## src/rtl/eth_fcs_append.sv

```systemverilog
// Ethernet FCS appender: forwards payload bytes, optionally zero-pads to MIN_LEN,
// then appends the CRC-32 FCS LSB first. Optional padding is enabled by `define FCS_PAD_EN.
module eth_fcs_append #(
    parameter int          MIN_LEN = 60,
    parameter logic [31:0] POLY    = 32'hEDB88320
) (
    input  logic       clk,
    input  logic       rst_n,
    input  logic [7:0] s_data,
    input  logic       s_valid,
    input  logic       s_last,
    output logic       s_ready,
    output logic [7:0] m_data,
    output logic       m_valid,
    output logic       m_last,
    input  logic       m_ready,
    output logic       busy
);

`ifdef FCS_PAD_EN
    typedef enum logic [1:0] {IDLE = 2'd0, DATA = 2'd1, PAD = 2'd2, FCS = 2'd3} state_t;
`else
    typedef enum logic [1:0] {IDLE = 2'd0, DATA = 2'd1, FCS = 2'd3} state_t;
`endif

    // Reject nonsensical minimum lengths at elaboration time.
    if (MIN_LEN < 1) begin : g_min_len_chk
        $error("eth_fcs_append: MIN_LEN must be positive");
    end

    // One reflected CRC-32 byte update, data bits consumed LSB first.
    function automatic logic [31:0] crc_byte(input logic [31:0] crc_in, input logic [7:0] d);
        logic [31:0] c;
        c = crc_in;
        for (int i = 0; i < 8; i++) begin
            if (c[0] ^ d[i]) begin
                c = (c >> 1) ^ POLY;
            end else begin
                c = c >> 1;
            end
        end
        return c;
    endfunction

    // Select one FCS byte from the inverted CRC, least-significant byte first.
    function automatic logic [7:0] fcs_byte(input logic [31:0] fcs, input logic [1:0] idx);
        logic [7:0] b;
        case (idx)
            2'd0:    b = fcs[7:0];
            2'd1:    b = fcs[15:8];
            2'd2:    b = fcs[23:16];
            2'd3:    b = fcs[31:24];
            default: b = 8'h00;
        endcase
        return b;
    endfunction

    state_t      state_r, state_nxt_s;
    logic [31:0] crc_r, crc_nxt_s;
    logic [1:0]  fcs_idx_r, fcs_idx_nxt_s;
    logic [7:0]  m_data_r, m_data_nxt_s;
    logic        m_valid_r, m_valid_nxt_s;
    logic        m_last_r, m_last_nxt_s;
    logic        busy_r, busy_nxt_s;
    logic        adv_s;
    logic        s_ready_s;
    logic        accept_s;

`ifdef FCS_PAD_EN
    localparam int CW = $clog2(MIN_LEN + 1);
    logic [CW-1:0] cnt_r, cnt_nxt_s;
    logic [CW-1:0] cnt_inc_s;
    logic          pad_need_s;
    logic          pad_done_s;

    assign cnt_inc_s  = (cnt_r < CW'(MIN_LEN)) ? cnt_r + CW'(1) : cnt_r;
    assign pad_need_s = (cnt_r < CW'(MIN_LEN - 1));
    assign pad_done_s = (cnt_r >= CW'(MIN_LEN - 1));
`endif

    // The output register may load whenever it is empty or being drained.
    assign adv_s     = !m_valid_r || m_ready;
    assign s_ready_s = rst_n && ((state_r == IDLE) || (state_r == DATA)) && adv_s;
    assign accept_s  = s_valid && s_ready_s;

    // Next-state, CRC and output-register load logic.
    always_comb begin
        state_nxt_s   = state_r;
        crc_nxt_s     = crc_r;
        fcs_idx_nxt_s = fcs_idx_r;
        m_data_nxt_s  = m_data_r;
        m_valid_nxt_s = adv_s ? 1'b0 : m_valid_r;
        m_last_nxt_s  = adv_s ? 1'b0 : m_last_r;
`ifdef FCS_PAD_EN
        cnt_nxt_s     = cnt_r;
`endif
        case (state_r)
            IDLE, DATA: begin
                if (accept_s) begin
                    m_data_nxt_s  = s_data;
                    m_valid_nxt_s = 1'b1;
                    crc_nxt_s     = crc_byte(crc_r, s_data);
`ifdef FCS_PAD_EN
                    cnt_nxt_s     = cnt_inc_s;
`endif
                    if (s_last) begin
`ifdef FCS_PAD_EN
                        if (pad_need_s) begin
                            state_nxt_s = PAD;
                        end else begin
                            state_nxt_s = FCS;
                        end
`else
                        state_nxt_s = FCS;
`endif
                    end else begin
                        state_nxt_s = DATA;
                    end
                end else begin
                    state_nxt_s = state_r;
                end
            end
`ifdef FCS_PAD_EN
            PAD: begin
                if (adv_s) begin
                    m_data_nxt_s  = 8'h00;
                    m_valid_nxt_s = 1'b1;
                    crc_nxt_s     = crc_byte(crc_r, 8'h00);
                    cnt_nxt_s     = cnt_inc_s;
                    if (pad_done_s) begin
                        state_nxt_s = FCS;
                    end else begin
                        state_nxt_s = PAD;
                    end
                end else begin
                    state_nxt_s = PAD;
                end
            end
`endif
            FCS: begin
                if (adv_s) begin
                    m_data_nxt_s  = fcs_byte(~crc_r, fcs_idx_r);
                    m_valid_nxt_s = 1'b1;
                    m_last_nxt_s  = (fcs_idx_r == 2'd3);
                    fcs_idx_nxt_s = fcs_idx_r + 2'd1;
                    if (fcs_idx_r == 2'd3) begin
                        // Re-arm for the next frame; it may start next cycle.
                        state_nxt_s = IDLE;
                        crc_nxt_s   = 32'hFFFFFFFF;
`ifdef FCS_PAD_EN
                        cnt_nxt_s   = '0;
`endif
                    end else begin
                        state_nxt_s = FCS;
                    end
                end else begin
                    state_nxt_s = FCS;
                end
            end
            default: begin
                state_nxt_s   = IDLE;
                crc_nxt_s     = 32'hFFFFFFFF;
                fcs_idx_nxt_s = 2'd0;
            end
        endcase
        // Busy covers the whole frame including a final FCS byte still waiting downstream.
        busy_nxt_s = (state_nxt_s != IDLE) || (m_valid_nxt_s && m_last_nxt_s);
    end

    // State, CRC and output registers.
    always_ff @(posedge clk or negedge rst_n) begin
        if (!rst_n) begin
            state_r   <= IDLE;
            crc_r     <= 32'hFFFFFFFF;
            fcs_idx_r <= 2'd0;
            m_data_r  <= 8'h00;
            m_valid_r <= 1'b0;
            m_last_r  <= 1'b0;
            busy_r    <= 1'b0;
        end else begin
            state_r   <= state_nxt_s;
            crc_r     <= crc_nxt_s;
            fcs_idx_r <= fcs_idx_nxt_s;
            m_data_r  <= m_data_nxt_s;
            m_valid_r <= m_valid_nxt_s;
            m_last_r  <= m_last_nxt_s;
            busy_r    <= busy_nxt_s;
        end
    end

`ifdef FCS_PAD_EN
    // Frame length counter used for padding decisions.
    always_ff @(posedge clk or negedge rst_n) begin
        if (!rst_n) begin
            cnt_r <= '0;
        end else begin
            cnt_r <= cnt_nxt_s;
        end
    end
`endif

    assign s_ready = s_ready_s;
    assign m_data  = m_data_r;
    assign m_valid = m_valid_r;
    assign m_last  = m_last_r;
    assign busy    = busy_r;

endmodule

```

## config.mk

```make
export PLATFORM = sky130hd
export DESIGN_NAME = eth_fcs_append
export DESIGN_NICKNAME = d
export VERILOG_FILES = /design/src/rtl/eth_fcs_append.sv
export SDC_FILE = /design/constraint.sdc
export NUM_CORES = 1
export LEC_CHECK = 0
export BUFFER_PORTS_ARGS = -buffer_cell sky130_fd_sc_hd__buf_2
export CORE_UTILIZATION = 40
export CTS_CLUSTER_SIZE = 16
export DETAILED_ROUTE_END_ITERATION = 7
export PLACE_DENSITY = 0.58
export SLEW_MARGIN = 0
export SYNTH_ARGS = -nofsm -noshare
export SYNTH_HDL_FRONTEND = slang
export SYNTH_SLANG_ARGS = --single-unit
```

## constraint.sdc

```tcl
create_clock -name clk -period 2.5 [get_ports clk]
set_input_delay 0.5 -clock clk [delete_from_list [all_inputs] [get_ports clk]]
set_output_delay 0.5 -clock clk [all_outputs]
set_load 0.005 [all_outputs]
```

==> flow_metrics.env <==
export IMPL_end_kind="register"
export IMPL_timing_final_crit_period_ns=2.00
export IMPL_dp_cells=411
export IMPL_cts_sinks=47
export IMPL_start_kind="register"
export IMPL_critPathLaunch="crc_r[7]"
export IMPL_maxSlewHeadroom_pct=47.5
export IMPL_status="finished clean"
export IMPL_track_usage_pct=20.4
export IMPL_placed_cell_area_mm2=0.00321
export IMPL_synth_seq_cells=47
export IMPL_reg2reg_setup_slack_ns=0.50
export IMPL_clockBufferDepth=2
export IMPL_slew_violations=0
export IMPL_worstSetupPathType="reg2reg"
export IMPL_wire_per_inst_um=16.5
export IMPL_synth_cells=288
export IMPL_skew_ns=0.00496
export IMPL_die_w_um=87.1
export IMPL_drc=0
export IMPL_antenna_left=0
export IMPL_synth_seq_area_share_pct=42.0
export IMPL_clk_pin_slew_ns=0.09
export IMPL_p_per_area_mw_per_mm2=1790
export IMPL_drtPass1Iterations=4
export IMPL_ctsResizeCount=0
export IMPL_grt_overflow=0
export IMPL_rsz0062_at_grt="no"
export IMPL_fill_cells=681
export IMPL_fin_crit_sh_pct=80.1
export IMPL_synth_edf_count=0
export IMPL_grt_max_degree=33
export IMPL_drv_cap=0
export IMPL_p_total_uw=5960
export IMPL_worstPathMaxFanout=7
export IMPL_io_buffers=24
export IMPL_cts_root_buf="clkbuf_8"
export IMPL_synthToLayoutAreaGrowth_pct=14.8
export IMPL_r2r_start="crc_r[7]"
export IMPL_core_area_mm2=0.00691
export IMPL_ys_types=33
export IMPL_fin_area_mm2=0.00332
export IMPL_synth_main_ff_cell="dfstp_2"
export IMPL_antenna_found_initial=0
export IMPL_synthArstFlopShare_pct=100
export IMPL_hold_path_class="in2async"
export IMPL_tightest_slew_ns=0.788
export IMPL_initial_core_util_pct=41.9
export IMPL_nets=339
export IMPL_wl_um=6920
export IMPL_fin_cells=419
export IMPL_die_h_um=87.1
export IMPL_tritoncts="yes"
export IMPL_viasPerCell=5.05
export IMPL_p_leak_uw=0.00136
export IMPL_dp_hpwl_um=4940
export IMPL_drt_iter0_drc=93
export IMPL_required_ns=2.74
export IMPL_finalHoldViolCount=0
export IMPL_yosys_warnings=0
export IMPL_final_setup_tns_ns=0
export IMPL_num_rows=30
export IMPL_synth_area_mm2=0.00289
export IMPL_clk_latency_ns=0.31
export IMPL_cts_setup_buffers=0
export IMPL_place_congestion=0.798
export IMPL_cp_arrival_ns=2.24
export IMPL_setup_viol=0
export IMPL_htree_levels=2
export IMPL_synthesis_nets=305
export IMPL_vias=2118
export IMPL_grt_pass1_wl_um=11500
export IMPL_peakVddDrop_mv=0.679
export IMPL_antenna_cells=0
export IMPL_max_freq_mhz=499
export IMPL_grt_pass1_vias=2216
export IMPL_die_area_mm2=0.00758
export IMPL_postCtsHoldBufs=0
export IMPL_io_pins=25
export IMPL_syn_avg_cell_area_um2=10.0
export IMPL_drive_gt1_share_pct=29.1
export IMPL_cts_buffers=5
Yosys cell counts, types with 3 or more instances:
cell type	instances	share of area (%)
o21ai_0	3	0.52
a21oi_1	48	8.3
nor2_1	40	5.2
xor2_1	17	5.1
ha_1	4	1.7
inv_1	11	1.4
nand3_1	3	0.52
a2111oi_0	8	2.4
nand2_1	5	0.65
dfrtp_1	15	13
clkbuf_1	12	1.6
dfstp_2	32	29
xnor2_2	5	2.8
a211oi_1	8	2.1
xnor2_1	39	12
nor2b_1	17	3.7
state kept, by name, indices dropped and copies added (netlist names):
| register | flops |
|---|---|
| m_valid | 1 |
| m_data | 8 |
| crc_r | 32 |
| state_r | 2 |
| fcs_idx_r | 2 |
| m_last | 1 |
| busy | 1 |
layout make-up:
| class | instances | area [µm²] | share of cell area, % |
|---|---|---|---|
| Multi-Input combinational cell | 218 | 1600 | 48.0 |
| Sequential cell | 47 | 1220 | 36.6 |
| Timing Repair Buffer | 39 | 233 | 7.00 |
| Tap cell | 96 | 120 | 3.61 |
| Clock buffer | 6 | 82.6 | 2.48 |
| Inverter | 11 | 41.3 | 1.24 |
| Clock inverter | 2 | 35.0 | 1.05 |
cell usage in the layout, fill, tap and decap left out, drive strengths merged, types with 3 or more instances in the layout:
master,netlist,routed
a2111oi,8,8
a211oi,8,8
a21oi,48,48
buf,0,39
clkbuf,12,6
dfrtp,15,15
dfstp,32,32
ha,4,4
inv,11,11
nand2,5,5
nand3,3,3
nor2,40,40
nor2b,17,17
o21ai,5,5
xnor2,46,46
xor2,21,21
report_power, final:
part | switching (µW) | internal (µW) | leakage [µW]
logic | 1950 | 1790 | 0.000791
registers | 320 | 1290 | 0.000508
clock network | 282 | 324 | 0.0000612
layer usage:
layer  up-vias  track usage [%]  part of all wire (%)
met1      1039             26.7                    47
li1       1026                -                     -
met4         0             6.06                   2.1
met5         -                0                     0
met2        38             33.8                    48
met3        15             4.55                   2.9
worst max-delay path, stage by stage (launching register included):
cell	delay (ns)
dfstp_2	0.57
xnor2_2	0.15
xnor2_4	0.37
xor3_2	0.53
xnor2_1	0.14
a21oi_1	0.17
kinds of logic (layout without fill, tap and decap cells):
group | after synthesis | in the layout | share of synthesized area [%]
xor+xnor | 70 | 70 | 27.2
buf+inv | 23 | 58 | 2.98
fa+ha+maj | 4 | 4 | 1.73
simple gates | 70 | 70 | 11.1
flops | 47 | 47 | 42.0
compound gates | 74 | 74 | 15.0
path summary, 6_finish.rpt:
path | to | cells after the start
setup / recovery | crc_r[21] | 5
hold / removal | fcs_idx_r[1] | 2
min in group clk | state_r[1] | 2
max in group asynchronous | crc_r[5] | 2
setup reg to reg | crc_r[21] | 5
hold reg to reg | crc_r[25] | 2
stage by stage:
stage / setup WS, ns / hold slack [ns] / utilization [%]
global route: 0.391 / 0.187 / 48.1
global placement: 0.414 / 0.491 / 46.4
CTS: 0.483 / 0.183 / 48.1
detailed placement: 0.364 / 0.494 / 46.4
floorplan: 0.531 / 0.204 / -
finish: 0.497 / 0.166 / 48.1
No activity file was read; power rests on OpenSTA's default activity.
